==> config.mk <==
export PLATFORM = sky130hd
export DESIGN_NAME = opcode_encoder
export DESIGN_NICKNAME = d
export VERILOG_FILES = /design/src/rtl/opcode_encoder.sv
export SDC_FILE = /design/constraint.sdc
export NUM_CORES = 1
export LEC_CHECK = 0
export CAP_MARGIN = 30
export CORE_UTILIZATION = 49
export DETAILED_ROUTE_END_ITERATION = 7
export GPL_TIMING_DRIVEN = 0
export PLACE_DENSITY = 0.88
export SETUP_SLACK_MARGIN = 0.02
export SYNTH_ARGS = -nofsm -noshare
export SYNTH_HDL_FRONTEND = slang
export SYNTH_SLANG_ARGS = --single-unit
export TNS_END_PERCENT = 100
==> constraint.sdc <==
create_clock -name clk -period 4.34 [get_ports clk]
set_input_delay 0.868 -clock clk [delete_from_list [all_inputs] [get_ports clk]]
set_output_delay 0.868 -clock clk [all_outputs]
set_load 0.03 [all_outputs]
==> src/rtl/opcode_encoder.sv <==
// Packs a one-hot opcode word into an 8-bit instruction byte and streams it with
// sequential program addresses through a 2-entry buffer. Optional: OPENC_ERR_CNT_EN adds err_cnt.
module opcode_encoder #(
  parameter int AW = 8
) (
  input  logic          clk,
  input  logic          rst,
  input  logic          in_valid,
  output logic          in_ready,
  input  logic [26:0]   in_opcode,
  output logic          out_valid,
  input  logic          out_ready,
  output logic [7:0]    out_instr,
  output logic [AW-1:0] out_addr,
  output logic          err_flag,
  input  logic          err_clr
`ifdef OPENC_ERR_CNT_EN
  ,
  output logic [7:0]    err_cnt
`endif
);

  // Handshakes: a transfer happens on a cycle where valid && ready; valid never
  // waits for ready, and in_ready depends only on registered buffer occupancy.

  logic [1:0]    r_count;
  logic          r_rd_ptr;
  logic          r_wr_ptr;
  logic [7:0]    r_mem [2];
  logic [AW-1:0] r_addr;
  logic          r_err_flag;

  logic [22:0]   w_hot;
  logic [22:0]   w_hot_low_cleared;
  logic          w_legal;
  logic [4:0]    w_hot_idx;
  logic [4:0]    w_idx_g1;
  logic [4:0]    w_idx_g15;
  logic [3:0]    w_upper;
  logic [3:0]    w_lower;
  logic [7:0]    w_instr;
  logic          w_accept;
  logic          w_push;
  logic          w_illegal;
  logic          w_pop;

  assign w_hot             = in_opcode[22:0];
  assign w_hot_low_cleared = w_hot & (w_hot - 23'd1);
  assign w_legal           = (w_hot != 23'd0) && (w_hot_low_cleared == 23'd0);

  assign in_ready  = (r_count != 2'd2);
  assign out_valid = (r_count != 2'd0);
  assign out_instr = out_valid ? r_mem[r_rd_ptr] : 8'h00;
  assign out_addr  = r_addr;
  assign err_flag  = r_err_flag;

  assign w_accept  = in_valid && in_ready;
  assign w_push    = w_accept && w_legal;
  assign w_illegal = w_accept && !w_legal;
  assign w_pop     = out_valid && out_ready;

  // Index of the hot bit; only meaningful for legal words.
  always_comb begin
    w_hot_idx = 5'd0;
    for (int k = 0; k < 23; k++) begin
      if (w_hot[k]) w_hot_idx = 5'(k);
    end
  end

  assign w_idx_g1  = w_hot_idx - 5'd1;
  assign w_idx_g15 = w_hot_idx - 5'd19;

  always_comb begin
    w_upper = 4'd0;
    w_lower = {in_opcode[26:25], in_opcode[24:23]};
    if (w_hot_idx == 5'd0) begin
      w_upper = 4'd0;
    end else if (w_hot_idx <= 5'd4) begin
      w_upper = 4'd1;
      w_lower = {in_opcode[26:25], w_idx_g1[1:0]};
    end else if (w_hot_idx <= 5'd14) begin
      w_upper = 4'(w_hot_idx - 5'd3);
    end else if (w_hot_idx <= 5'd16) begin
      w_upper = 4'd12;
      w_lower = {in_opcode[26:25], in_opcode[24], in_opcode[16]};
    end else if (w_hot_idx == 5'd17) begin
      w_upper = 4'd13;
    end else if (w_hot_idx == 5'd18) begin
      w_upper = 4'd14;
    end else begin
      w_upper = 4'd15;
      w_lower = {in_opcode[26:25], w_idx_g15[1:0]};
    end
  end

  assign w_instr = {w_upper, w_lower};

  always_ff @(posedge clk) begin
    if (w_push) r_mem[r_wr_ptr] <= w_instr;
  end

  always_ff @(posedge clk) begin
    if (rst) begin
      r_count  <= 2'd0;
      r_rd_ptr <= 1'b0;
      r_wr_ptr <= 1'b0;
      r_addr   <= '0;
    end else begin
      if (w_push) r_wr_ptr <= ~r_wr_ptr;
      if (w_pop) begin
        r_rd_ptr <= ~r_rd_ptr;
        r_addr   <= r_addr + {{(AW-1){1'b0}}, 1'b1};
      end
      case ({w_push, w_pop})
        2'b10:   r_count <= r_count + 2'd1;
        2'b01:   r_count <= r_count - 2'd1;
        default: r_count <= r_count;
      endcase
    end
  end

  // A new error outranks a same-cycle clear.
  always_ff @(posedge clk) begin
    if (rst) begin
      r_err_flag <= 1'b0;
    end else if (w_illegal) begin
      r_err_flag <= 1'b1;
    end else if (err_clr) begin
      r_err_flag <= 1'b0;
    end
  end

`ifdef OPENC_ERR_CNT_EN
  logic [7:0] r_err_cnt;

  always_ff @(posedge clk) begin
    if (rst) begin
      r_err_cnt <= 8'd0;
    end else if (err_clr) begin
      r_err_cnt <= w_illegal ? 8'd1 : 8'd0;
    end else if (w_illegal && (r_err_cnt != 8'hFF)) begin
      r_err_cnt <= r_err_cnt + 8'd1;
    end
  end

  assign err_cnt = r_err_cnt;
`endif

endmodule

; Word-level counts from Yosys, hierarchy flattened
; Memory sizes are Yosys's and may differ from the RTL's. A register that Yosys moved wholly into a read port is not among the register bits.
; Index checks and enable logic that the tools add are counted.
[classes]
n_eq_ne = 5
addsub = 7
order_cmp = 3
mul = 0
n_reduce_logical = 12
shifts = 0
mux = 42
n_bitwise = 3
div = 0
[ops]
columns = operator, n
row1 = two-way mux 5 bit, 21
row2 = AND 23 bit, 1
row3 = zero test 23 bit, 1
row4 = nonzero test 23 bit, 1
row5 = "subtractor 23 x 1 -> 23 bit, second input constant", 1
row6 = two-way mux 2 bit, 8
row7 = two-way mux 4 bit, 3
row8 = "equality test 5 bit, second input constant", 2
row9 = "adder 8 x 1 -> 8 bit, second input constant", 1
row10 = two-way mux 1 bit, 8
row11 = two-way mux 8 bit, 1
row12 = nonzero test 2 bit, 3
row13 = "<= comparator 5 x 3 -> 1 bit, second input constant", 1
row14 = "<= comparator 5 x 4 -> 1 bit, second input constant", 1
row15 = "<= comparator 5 bit, second input constant", 1
row16 = logical AND 1 bit, 5
row17 = zero test 5 bit, 1
row18 = one-hot mux 2 bit (2 select lines), 1
row19 = "subtractor 2 x 1 -> 2 bit, second input constant", 2
row20 = "subtractor 4 x 2 -> 4 bit, second input constant", 1
row21 = "adder 2 x 1 -> 2 bit, second input constant", 1
row22 = "equality test 2 x 1 -> 1 bit, second input constant", 1
row23 = "equality test 2 bit, second input constant", 1
row24 = "inequality test 2 bit, second input constant", 1
row25 = other kinds (3), 4
[totals]
rom_bits = 0
word_cells = 78
inputBits = 32
latch_bits = 0
ff_bits = 13
n_memories = 1
ram_bits = 16
[mem_list]
columns = memory, words, width, read_ports, rd_ports_with_merged_regs, wr, line_no
row1 = r_mem, 2, 8, 1, 1, 1, 29  ; logic [7:0] r_mem [2];

; Depth between registers and ports, before layout
; Gate-level depths: netlist of the first run.
[logic_depth]
depth_word = 29
ltp_mapped = 12
ltp_nobuf = 11

; Least setup slack after synthesis of the first run
; Ideal clock, no wire load.
[synth_timing]
path_kind = input -> register
start = input port in_opcode[2]
end = register r_count[1]
required_ns = 4.270
setup_ns = 0.070
path_buffers = 0
arrival_ns = 3.998
path_stages = 9
path_slack_ns = 0.272
cell_sequence = or4_4 -> or4_4 -> o31a_1 -> or4_4 -> nor4_4 -> nand3_1 -> ha_1 -> or3_1 -> a21oi_1
[synth_via]
elab_chain_len = 7
word_cells_on_any_way = 10
cone_classes = add/sub: 1 / eq/ne: 2 / mux: 1 / bitwise: 1 / reduce/logical: 5
[synth_rtl]
columns = item, line_no
row1 = "start, declared", 10  ; input logic [26:0] in_opcode,
row2 = subtractor 23 x 1 -> 23 bit, 48  ; assign w_hot_low_cleared = w_hot & (w_hot - 23'd1);
row3 = AND 23 bit, 48
row4 = zero test 23 bit, 49  ; assign w_legal = (w_hot != 23'd0) && (w_hot_low_cleared == 23'd0);
row5 = logical AND 1 bit (*), 49
row6 = logical AND 1 bit (*), 58  ; assign w_push = w_accept && w_legal;
row7 = equality test 2 x 1 -> 1 bit / equality test 2 bit (equally long branches), 114  ; case ({w_push, w_pop})
row8 = one-hot mux 2 bit (2 select lines) / nonzero test 2 bit (equally long branches), --
row9 = "end signal, assigned", 115  ; 2'b10: r_count <= r_count + 2'd1;
row10 = "end signal, assigned", 116  ; 2'b01: r_count <= r_count - 2'd1;
row11 = "end signal, assigned", 117  ; default: r_count <= r_count;
row12 = "end, declared", 26  ; logic [1:0] r_count;
; Mark *: on every way between the ends. The rest lies on a longest branch, timed or not.
; A chain may end at the register's enable or synchronous reset.

; Worst setup path after layout of the first run
[layout_timing]
start = input port in_opcode[2]
end = memory r_mem[1][1], enable pin
[layout_via]
elab_chain_len = 7
word_cells_on_any_way = 8
cone_classes = add/sub: 1 / mux: 2 / bitwise: 1 / reduce/logical: 4
[layout_rtl]
columns = item, line_no
row1 = subtractor 23 x 1 -> 23 bit, 48
row2 = AND 23 bit, 48
row3 = zero test 23 bit, 49
row4 = logical AND 1 bit (*), 49
row5 = logical AND 1 bit (*), 58
row6 = two-way mux 1 bit (*), 99  ; if (w_push) r_mem[r_wr_ptr] <= w_instr;
row7 = two-way mux 1 bit (implied by the code) (*), 99
row8 = "end, declared", 29
; Marks and branches as above.

==> metrics.md, run 1 <==
| Metric | Value |
|---|---|
| Crit-path max FO | `8` |
| Detailed-route DRC error count | `0` |
| Via density | `5.87` |
| Worst ir drop on vdd | `105 uV` |
| Mux share of post-synthesis cell area | `4.51%` |
| Initial Utilization | `52.9%` |
| First-pass DRT Iterations | `4` |
| TritonCTS Buffers | `5` |
| Clock Skews | `0.00450 ns` |
| GRT Residual Overflow | `0` |
| Final TNS setup | `0 ns` |
| DPL Wire Length | `3670 um` |
| Worst hold path depth | `2` |
| Max-slew violation count | `0` |
| FMAX | `0.238 GHz` |
| Largest net degree at the start of global routing | `11` |
| DR WL/cell | `14.6 um` |
| Post-synth EDFFs | `16` |
| Num rows | `22` |
| Ys Warns | `0` |
| Post-synthesis async set-or-reset flop share | `0%` |
| H-tree Lvls | `2` |
| Final Hold Vio Count | `0` |
| Post-route cell area | `0.00271 mm2` |
| Root Buffer | `clkbuf_8` |
| Vias in the first global route | `1,804` |
| Worst Path Required | `4.25 ns` |
| Worst reg2reg endpoint | `r_count[1]` |
| R2R depth | `7` |
| Synth top area share | `24.1%` |
| Power per Cell Area | `239 mW/mm2` |
| # diodes | `0` |
| Synth area leaders | `edfxtp_1 (24%), dfxtp_1 (14%), nor2_1 (6.6%), mux2i_1 (4.5%), o21ai_0 (4.0%)` |
| First-pass GRT wire length | `7810 um` |
| Syn Nets | `267` |
| Final Cycle Share | `96.8%` |
| Largest stage delay, worst path | `0.54 ns` |
| Top FF cell, synth | `edfxtp_1` |
| CP Capture Type | `flop` |
| DP Area | `0.00254 mm2` |
| Type of the worst setup path | `in -> reg` |
| CP max-delay cell | `nor2_1` |
| Leak Pwr | `0.972 nW` |
| Die Width | `65.8 um` |
| CTS sink cnt | `30` |
| Insertion delay to the later sink of the worst-skew pair | `0.28 ns` |
| Max clock buf depth | `2` |
| CTS tree | `done` |
| Mapped Avg Cell Area | `8.71 um2` |
| Min-Delay Endpoint | `err_flag` |
| Nets@finish | `327` |
| FF+latch count, synth | `30` |
| Share of cells above drive strength 1 | `8.97%` |
| Hold WC Path Type | `reg -> reg` |
| Synth cell count leaders | `nor2_1 (35), edfxtp_1 (16), o21ai_0 (16)` |
| Die area | `0.00433 mm2` |
| Initial drt markers | `149` |
| Post-route core utilization | `71.7%` |
| Count leader, synth | `nor2_1` |
| Post-Synth XOR/XNOR Area | `5.27%` |
| Hold_sp | `err_flag` |
| Final setup viols | `0` |
| Largest family of logic cells by synthesized area | `simple AND/OR/NAND/NOR gates` |
| Synth Area in Compound Gates | `19.7%` |
| Worst path arrival time | `4.11 ns` |
| Cell area after synthesis | `0.00200 mm2` |
| Area Growth Syn to Fin | `35.5%` |
| Routability cong. | `0.912` |
| Core area | `0.00377 mm2` |
| Final WL | `4940 um` |
| # placed instances | `326` |
| GRT Util Overall | `23.7%` |
| Post-synthesis sequential area ratio | `38.1%` |
| Slew margin rel. | `46.4%` |
| Number of max-cap violations | `0` |
| R2R setup slack | `2.21 ns` |
| RSZ-0062 raised after global routing | `yes` |
| Outcome | `finished, final reports clean` |
| Pin slew with the least headroom to its limit | `0.798 ns` |
| PortBufs | `48` |
| RR Startpoint | `r_count[0]` |
| Synth area leader | `edfxtp_1` |
| Chip Height | `65.8 um` |
| Synth Area in Simple Gates | `25.5%` |
| CP dominant cell by count | `or4_4` |
| Minimum clock period after layout | `4.20 ns` |
| Vias | `1,983` |
| Post-Synthesis Cells | `229` |
| Critical path launch point type | `primary input` |
| Hold_ws | `0.459 ns` |
| Unique cell type count in the Yosys netlist | `44` |
| Initial antenna violation count | `0` |
| I/O pin count | `51` |
| Area share of fa/ha/maj cells after synthesis | `3.76%` |
| Critical path cell sequence | `clkdlybuf4s50_1 > or4_4 > or4_4 > o31a_1 > or4_4 > nor4_4 > nand3_2 > nor2_1` |
| Post-route ant nets | `0` |
| CTS clk-pin slew, worst paths | `0.06 ns` |
| Fin cells | `338` |
==> layer usage <==
layer	GRT usage, %	vias up	part of all wire [%]
li1	-	989	-
met1	26.5	899	42
met2	42.2	85	51
met3	4.66	10	4.9
met5	0	-	0
met4	12.2	0	2.1
==> through the flow <==
stage / setup slack, ns / power, mW
3_5_place_dp: -0.445 / 0.402
3_3_place_gp: -0.430 / 0.401
5_1_grt: -0.00704 / 0.671
2_1_floorplan: 0.272 / 0.351
4_1_cts: 0.00416 / 0.648
6_report: 0.139 / 0.647
==> registers in the layout (all words and copies together), names as in the netlist, named ones only <==
signal / cells
err_flag: 1
out_addr: 8
r_count: 2
r_mem: 16
r_rd_ptr: 1
r_wr_ptr: 1
==> report_power, final <==
part / internal, mW / switching [mW] / total [mW]
registers: 0.299 / 0.000351 / 0.300
clock network: 0.145 / 0.104 / 0.249
logic: 0.0460 / 0.0524 / 0.0984
==> worst max-delay path by stage <==
stage	from	to	slack, ns	depth (start not counted)
2_1_floorplan	in_opcode[2]	r_count[1]	0.27	9
3_3_place_gp	in_opcode[8]	r_mem[1][1]	-0.43	8
3_5_place_dp	in_opcode[3]	r_count[1]	-0.45	10
4_1_cts	in_opcode[2]	r_mem[1][1]	0.004	8
5_1_grt	in_opcode[2]	r_mem[1][0]	-0.007	8
6_report	in_opcode[2]	r_mem[1][1]	0.14	8
==> cell type report <==
type                       instances  area, um2
buffer                             5       18.8
clock buffer                       6       93.8
clock inverter                     2       10.0
fill                             282       1070
inverter                          12       45.0
multi-input combinational        182       1190
sequential                        30        761
tap                               48       60.1
timing repair buffer              53        522
==> logic make-up after synthesis <==
family / after synthesis
AO/OA/AOI/OAI: 59
XOR/XNOR: 12
adder cells (fa/ha/maj): 6
buffers and inverters: 17
flip-flops: 30
multiplexers: 9
AND/OR/NAND/NOR: 96
==> cell usage in the layout, fill, tap and decap left out, types with 4 or more instances in the layout <==
cell type,n
a21oi_1,9
a22oi_1,4
a31oi_1,4
and3_1,4
buf_4,4
clkbuf_1,5
clkbuf_8,5
clkdlybuf4s50_1,41
dfxtp_1,14
dlymetal6s2s_1,4
edfxtp_1,16
ha_1,5
inv_1,12
mux2i_1,9
nand2_1,10
nand2b_1,5
nand3_1,6
nor2_1,35
nor3_1,10
nor4_1,8
o21ai_0,16
or4_4,4
xnor2_1,6
xor2_1,6
==> repair_timing <==
item,4_1_cts,5_1_grt
hold buffers,0,0
pin swaps,2,4
gates resized for setup,3,7
setup buffers,1,3
setup endpoints to repair,9,9
==> worst max-delay path: cells and delay by family <==
family / cells / cell delay [ns]
buffers and inverters: 1 / 0.46
AOI/OAI and AO/OA: 1 / 0.29
and+or+nand+nor: 6 / 2.48
Power figures use the tool's default switching activity.
==> run 2: changes to the inputs <==
- ABC_AREA: not set -> 1
- CELL_PAD_IN_SITES_DETAIL_PLACEMENT: not set -> 1
- CELL_PAD_IN_SITES_GLOBAL_PLACEMENT: not set -> 2
- CORE_UTILIZATION: 49 -> 26
- PLACE_DENSITY: 0.88 -> 0.87
- clock period: 4.34 -> 4.76 ns (I/O delays scaled with it)
==> run 2 against run 1 <==
  * Global-route usage is 10 points lower
  * Critical path depth grew 5
  * Via count is 8.4% higher
  * Critical path type unchanged
==> metrics.md, run 2 <==
| Metric | Value |
|---|---|
| FF+latch count, synth | `30 (unchanged)` |
| Final TNS setup | `0 ns (unchanged)` |
| PortBufs | `50 (was 48)` |
| TritonCTS Buffers | `5 (unchanged)` |
| First-pass DRT Iterations | `4 (unchanged)` |
| Largest register FFs | `16 (unchanged)` |
| Post-synth EDFFs | `16 (unchanged)` |
| Vias in the first global route | `2,181 (was 1,804)` |
| Buf+Inv Stages, Crit Path | `3 (was 1)` |
| Unique cell type count in the Yosys netlist | `36 (was 44)` |
| Worst Path Required | `4.67 ns (was 4.25 ns)` |
| CP max-delay cell | `nor2_1 (unchanged)` |
| Die Width | `92.6 um (was 65.8 um)` |
| Num rows | `32 (was 22)` |
| CP Capture Type | `flop (unchanged)` |
| Ys Warns | `0 (unchanged)` |
| Clock Skews | `0.00672 ns (was 0.00450 ns)` |
| Die area | `0.00858 mm2 (was 0.00433 mm2)` |
| Commonest non-fill, non-tap cell in the layout | `nand2_1 (was clkdlybuf4s50_1)` |
| Worst ir drop on vdd | `91.2 uV (was 105 uV)` |
| # resized after CTS | `0 (was 3)` |
| Area Growth Syn to Fin | `33.2% (was 35.5%)` |
| Minimum clock period after layout | `3.82 ns` |
| GRT Residual Overflow | `0 (unchanged)` |
| FMAX | `0.261 GHz` |
| Worst hold path depth | `2 (unchanged)` |
| Cell area after synthesis | `0.00214 mm2 (was 0.00200 mm2)` |
| Crit path max-delay family | `simple AND/OR/NAND/NOR gates (unchanged)` |
| Max-slew violation count | `0 (unchanged)` |
| R2R depth | `8 (was 7)` |
| Top FF cell, synth | `edfxtp_1 (unchanged)` |
| Root Buffer | `clkbuf_8 (unchanged)` |
| RSZ-0062 raised after global routing | `no (was yes)` |
| Outcome | `finished, final reports clean (unchanged)` |
| Post-synthesis async set-or-reset flop share | `0% (unchanged)` |
| GRT Util Overall | `13.5% (was 23.7%)` |
| Type of the worst setup path | `in -> reg (unchanged)` |
| Detailed-route DRC error count | `0 (unchanged)` |
| Routability cong. | `0.765 (was 0.912)` |
| Core area | `0.00785 mm2 (was 0.00377 mm2)` |
| Final WL | `5240 um (was 4940 um)` |
| Final setup viols | `0 (unchanged)` |
| # diodes | `0 (unchanged)` |
| Initial Utilization | `27.2% (was 52.9%)` |
| Nets@finish | `417 (was 327)` |
| DR WL/cell | `10.9 um (was 14.6 um)` |
| Post-Synthesis Cells | `322 (was 229)` |
| CP dominant cell by count | `nand2_1 (was or4_4)` |
| Critical path cell sequence | `clkdlybuf4s50_1 > or2_4 > nor3_2 > nand2_1 > inv_2 > nand3_1 > nand2_1 > o2111ai_1 > nor4_1 > nand4_1 > or2_1 > buf_6 > nor2_1 (was clkdlybuf4s50_1 > or4_4 > or4_4 > o31a_1 > or4_4 > nor4_4 > nand3_2 > nor2_1)` |
| Insertion delay to the later sink of the worst-skew pair | `0.28 ns (about the same)` |
| Final Cycle Share | `80.3%` |
| Synth area leader | `edfxtp_1 (unchanged)` |
| CTS sink cnt | `30 (unchanged)` |
| CTS tree | `done (unchanged)` |
| Worst path arrival time | `3.73 ns (was 4.11 ns)` |
| H-tree Lvls | `2 (unchanged)` |
| Post-synthesis sequential area ratio | `35.6% (was 38.1%)` |
| Crit-path max FO | `8 (unchanged)` |
| Largest net degree at the start of global routing | `10 (was 11)` |
| Max clock buf depth | `2 (unchanged)` |
| Final Hold Vio Count | `0 (unchanged)` |
| Syn Nets | `360 (was 267)` |
| Synth area leaders | `edfxtp_1 (22%), nand2_1 (14%), dfxtp_1 (13%), inv_1 (9.1%), nor2_1 (6.9%) (was edfxtp_1 (24%), dfxtp_1 (14%), nor2_1 (6.6%), mux2i_1 (4.5%), o21ai_0 (4.0%))` |
| Chip Height | `92.6 um (was 65.8 um)` |
| Count leader, synth | `nand2_1 (was nor2_1)` |
| Mapped Avg Cell Area | `6.63 um2 (was 8.71 um2)` |
| Crit path depth | `13 (was 8)` |
| Post-route core utilization | `36.3% (was 71.7%)` |
| Vias | `2,149 (was 1,983)` |
| Slew margin rel. | `56.2% (was 46.4%)` |
| Initial antenna violation count | `0 (unchanged)` |
| First-pass GRT wire length | `9510 um (was 7810 um)` |
| Post-route ant nets | `0 (unchanged)` |
| DP Area | `0.00276 mm2 (was 0.00254 mm2)` |
| Critical path launch point type | `primary input (unchanged)` |
| Largest stage delay, worst path | `0.50 ns (was 0.54 ns)` |
| I/O pin count | `51 (unchanged)` |
| Post-CTS setup buffers | `0 (was 1)` |
| Synth cell count leaders | `nand2_1 (79), inv_1 (52), nor2_1 (39) (was nor2_1 (35), edfxtp_1 (16), o21ai_0 (16))` |
| CTS clk-pin slew, worst paths | `0.06 ns (about the same)` |
| Synth top area share | `22.5% (was 24.1%)` |
| # hold bufs at CTS | `0 (unchanged)` |
| Initial drt markers | `33 (was 149)` |
| Fillers | `1,015 (was 282)` |
| Via density | `4.46 (was 5.87)` |
| Power per Cell Area | `194 mW/mm2 (was 239 mW/mm2)` |
| DPL Wire Length | `4350 um (was 3670 um)` |
| Number of max-cap violations | `0 (unchanged)` |
| Hold WC Path Type | `reg -> reg (unchanged)` |
| Commonest cells after routing, fill and taps aside | `nand2_1 (79), inv_1 (52), clkdlybuf4s50_1 (50) (was clkdlybuf4s50_1 (41), nor2_1 (35), o21ai_0 (16), edfxtp_1 (16), dfxtp_1 (14))` |
| Share of cells above drive strength 1 | `6.58% (was 8.97%)` |
| Leak Pwr | `1.17 nW (was 0.972 nW)` |
| Post-route cell area | `0.00285 mm2 (was 0.00271 mm2)` |
| Pin slew with the least headroom to its limit | `0.654 ns (was 0.798 ns)` |
| Top reg by flops | `r_mem (unchanged)` |
run 2: changes by cell type in the layout (fill, tap and decap cells not counted), sizes merged, moves of 5 or more:
cell	delta
nor4	-8
nand2	+70
a21oi	+17
nand2b	-5
xnor2	-6
o21ai	+12
inv	+48
mux2i	-9
clkdlybuf4s50	+9
nor2	+7
nand3	+13
run 2: final timing paths:
path	from	end	slack, ns
hold reg to reg	err_flag	err_flag	0.47
hold / removal	err_flag	err_flag	0.47
setup / recovery	in_opcode[1]	r_mem[1][1]	0.94
setup reg to reg	r_count[1]	r_count[1]	2.69
run 2: power breakdown:
group / internal [mW] / switching [mW] / total [mW]
Sequential: 0.273 / 0.000250 / 0.273
Clock: 0.100 / 0.0885 / 0.189
Combinational: 0.0420 / 0.0483 / 0.0903
run 2: per-stage QoR:
step	cells	total power, mW	hold slack [ns]	worst slack [ns]
final	482	0.552	0.468	0.936
after CTS	482	0.561	0.467	0.898
after global routing	482	0.583	0.495	0.633
after global placement	474	0.369	0.435	0.607
after floorplan	322	0.325	0.426	1.60
after detailed placement	474	0.370	0.452	0.612
run 2: logic make-up (layout without fill, tap and decap cells):
family          Yosys count  in the layout  synth area share [%]
xor+xnor                  3              3                  1.23
fa+ha+maj                 6              6                  3.51
simple gates            160            160                  33.2
flops                    30             30                  35.6
compound gates           59             59                  14.8
buf+inv                  64            122                  11.6
run 2: layout make-up:
class / count / area (um2) / share of cell area (%)
multi-input combinational: 228 / 1130 / 39.6
clock inverter: 2 / 8.76 / 0.308
clock buffer: 6 / 72.6 / 2.55
sequential: 30 / 761 / 26.7
tap: 102 / 128 / 4.49
buffer: 2 / 15.0 / 0.528
inverter: 62 / 233 / 8.18
timing repair buffer: 50 / 500 / 17.6
run 2: worst register-to-register path, cell delays in order, from the launching register on:
cell,delay (ns)
dfxtp_1,0.33
nor2_1,0.52
inv_1,0.12
nand2_1,0.18
inv_1,0.14
ha_1,0.33
nor2_1,0.14
a21oi_1,0.08
nor3_1,0.16
run 2: layer usage:
metal	track usage (%)	routed length, um	share of wire [%]
met5	0	0	0
met2	23.6	2470	47
met4	4.23	70	1.3
met1	17.0	2540	48
met3	1.81	156	3.0
==> run 3: changes to the inputs <==
- CORE_UTILIZATION: 26 -> 24
- PLACE_DENSITY: 0.87 -> 0.84
- clock period: 4.76 -> 3.3 ns (I/O delays scaled with it)
==> run 3 against run 2 <==
  * Setup slack got worse by 0.74 ns
  * Critical endpoint is now r_count[1]
  * Global-route usage is 0.64 points lower
  * Count of clock-buffer cells in the layout fell by 1
  * Largest cell class unchanged
  * Flip-flop and latch count is the same
  * Critical path depth rose by 6
  * Routed wire length up 11%
  * Via count rose by 3.7%
  * Total power grew 47%
  * Cell count rose by 3.3%
  * Non-clock buffer count grew 10
==> metrics.md, run 3 (synthesized netlist as in run 2, its figures left out) <==
| Metric | Value |
|---|---|
| Initial antenna violation count | `0 (unchanged)` |
| Outcome | `finished, final reports clean (unchanged)` |
| FMAX | `0.323 GHz` |
| Nets@finish | `427 (was 417)` |
| Detailed-route DRC error count | `0 (unchanged)` |
| Final TNS setup | `0 ns (unchanged)` |
| Area Growth Syn to Fin | `44.8% (was 33.2%)` |
| Final setup viols | `0 (unchanged)` |
| Pin slew with the least headroom to its limit | `0.673 ns (was 0.654 ns)` |
| Critical path cell sequence | `clkdlybuf4s50_1 > nor2_1 > inv_2 > nor2_1 > inv_2 > nor2_4 > inv_2 > nor2_4 > nand2_2 > o21ai_1 > nand3_1 > nor2_2 > nand4_1 > or2_1 > buf_6 > ha_4 > nor2_2 > and3_1 > nor3_1 (was clkdlybuf4s50_1 > or2_4 > nor3_2 > nand2_1 > inv_2 > nand3_1 > nand2_1 > o2111ai_1 > nor4_1 > nand4_1 > or2_1 > buf_6 > nor2_1)` |
| DPL Wire Length | `4390 um (was 4350 um)` |
| # diodes | `0 (unchanged)` |
| Vias | `2,228 (was 2,149)` |
| Reg power frac | `48.7% (was 49.5%)` |
| R2R depth | `8 (unchanged)` |
| Minimum clock period after layout | `3.10 ns` |
| Final Hold Vio Count | `0 (unchanged)` |
| Via density | `4.47 (was 4.46)` |
| Power per Cell Area | `262 mW/mm2 (was 194 mW/mm2)` |
| CTS clk-pin slew, worst paths | `0.06 ns (about the same)` |
| Worst path arrival time | `3.26 ns (was 3.73 ns)` |
| Worst ir drop on vdd | `148 uV (was 91.2 uV)` |
| Insertion delay to the later sink of the worst-skew pair | `0.27 ns (was 0.28 ns)` |
| I/O pin count | `51 (unchanged)` |
| Worst Path Required | `3.46 ns (was 4.67 ns)` |
| # hold bufs at CTS | `0 (unchanged)` |
| Final worst setup slack | `0.199 ns (was 0.936 ns)` |
| DP Area | `0.00277 mm2 (was 0.00276 mm2)` |
| Psw | `207 uW (was 137 uW)` |
| Vias in the first global route | `2,226 (was 2,181)` |
| Final Cycle Share | `94.0%` |
| Slew margin rel. | `55.0% (was 56.2%)` |
| Share of cells above drive strength 1 | `15.4% (was 6.58%)` |
| Max Used Layer | `met4 (unchanged)` |
| CP Capture Type | `flop (unchanged)` |
| Die area | `0.00928 mm2 (was 0.00858 mm2)` |
| Routed wl met3 | `149 um (was 156 um)` |
| Initial drt markers | `45 (was 33)` |
| Worst slack at placement | `-0.532 ns (was 0.612 ns)` |
| Critical path launch point type | `primary input (unchanged)` |
| Clock Skews | `0.00278 ns (was 0.00672 ns)` |
| Initial Utilization | `24.6% (was 27.2%)` |
| CP dominant cell by count | `inv_2 (was nand2_1)` |
| Largest net degree at the start of global routing | `10 (unchanged)` |
| Routability cong. | `0.760 (was 0.765)` |
| Chip Height | `96.3 um (was 92.6 um)` |
| Type of the worst setup path | `in -> reg (unchanged)` |
| Final WL | `5790 um (was 5240 um)` |
| Largest stage delay, worst path | `0.43 ns (was 0.50 ns)` |
| Min-Delay Endpoint | `r_rd_ptr (was err_flag)` |
| Num rows | `34 (was 32)` |
| Leak Pwr | `1.30 nW (was 1.17 nW)` |
| GRT Residual Overflow | `0 (unchanged)` |
| H-tree Lvls | `2 (unchanged)` |
| Worst hold path depth | `1 (was 2)` |
| Met1 WL | `2590 um (was 2540 um)` |
| Number of max-cap violations | `0 (unchanged)` |
| Core area | `0.00868 mm2 (was 0.00785 mm2)` |
| Max clock buf depth | `2 (unchanged)` |
| Largest register FFs | `16 (unchanged)` |
| R2R setup slack | `1.30 ns (was 2.69 ns)` |
| CTS sink cnt | `30 (unchanged)` |
| PortBufs | `50 (unchanged)` |
| First-pass GRT wire length | `9500 um (was 9510 um)` |
| GRT Util Overall | `12.8% (was 13.5%)` |
| DR WL/cell | `11.6 um (was 10.9 um)` |
| Hold WC Path Type | `reg -> reg (unchanged)` |
| Hold_ws | `0.468 ns (about the same)` |
| Worst reg2reg endpoint | `r_count[1] (unchanged)` |
| CTS tree | `done (unchanged)` |
| Routed met2 length | `3030 um (was 2470 um)` |
| Top reg by flops | `r_mem (unchanged)` |
| Sw frac | `25.5% (was 24.8%)` |
| Crit-path max FO | `5 (was 8)` |
| TritonCTS Buffers | `5 (unchanged)` |
| RSZ-0062 raised after global routing | `no (unchanged)` |
| Comb power frac | `18.7% (was 16.3%)` |
| P_int | `603 uW (was 415 uW)` |
| Post-route ant nets | `0 (unchanged)` |
| Hold_sp | `r_rd_ptr (was err_flag)` |
| Commonest cells after routing, fill and taps aside | `nand2_1 (73), inv_1 (51), clkdlybuf4s50_1 (42) (was nand2_1 (79), inv_1 (52), clkdlybuf4s50_1 (50))` |
| RR Startpoint | `r_count[0] (was r_count[1])` |
| CP max-delay cell | `clkdlybuf4s50_1 (was nor2_1)` |
| Post-route cell area | `0.00309 mm2 (was 0.00285 mm2)` |
| Clock power frac | `32.6% (was 34.2%)` |
| First-pass DRT Iterations | `4 (unchanged)` |
| Max-slew violation count | `0 (unchanged)` |
| Commonest non-fill, non-tap cell in the layout | `nand2_1 (unchanged)` |
| Root Buffer | `clkbuf_8 (unchanged)` |
| Die Width | `96.3 um (was 92.6 um)` |
run 3: layout make-up:
type	instances	area, um2
buffer	2	15.0
clock buffer	5	68.8
clock inverter	3	11.3
fill	1129	5590
inverter	62	233
multi-input combinational	228	1270
sequential	30	761
tap	108	135
timing repair buffer	60	596
run 3: power by group through the flow:
stage	registers [mW]	clock network [mW]	logic, mW
final	0.394	0.264	0.151
after global routing	0.394	0.290	0.170
after CTS	0.394	0.273	0.136
after detailed placement	0.402	0	0.133
after global placement	0.402	0	0.130
after floorplan	0.404	0	0.0649
run 3: layer usage:
metal | vias to the layer above | global-route usage (%)
met2 | 31 | 24.8
met5 | - | 0
met1 | 1025 | 14.8
met3 | 3 | 1.58
met4 | 0 | 2.94
li1 | 1169 | -
run 3: critical path: cells and delay by family:
family	cells	cell delay [ns]
AOI/OAI and AO/OA	1	0.14
adders and majority gates	1	0.24
buffers and inverters	5	0.76
and+or+nand+nor	12	1.46
run 3: worst max-delay path by stage:
stage | cells after the start | endpoint | start
after floorplan | 14 | r_mem[0][0] | in_opcode[1]
after global placement | 13 | r_mem[1][0] | in_opcode[1]
after detailed placement | 14 | r_mem[0][0] | in_opcode[2]
after CTS | 17 | r_count[1] | in_opcode[0]
after global routing | 21 | r_mem[0][1] | in_opcode[7]
final | 19 | r_count[1] | in_opcode[8]
run 3: what timing repair did:
item,in CTS,in global routing
endpoints found under the setup margin,24,28
setup buffers,2,8
pin swaps,7,14
cloned,0,0
resized for setup,15,30
run 3: stage by stage:
stage	std cells	total power [mW]	utilization, %
after floorplan	322	0.469	-
after global placement	480	0.533	31.9
after detailed placement	480	0.535	31.9
after CTS	490	0.803	33.7
after global routing	498	0.854	35.6
final	498	0.810	35.6
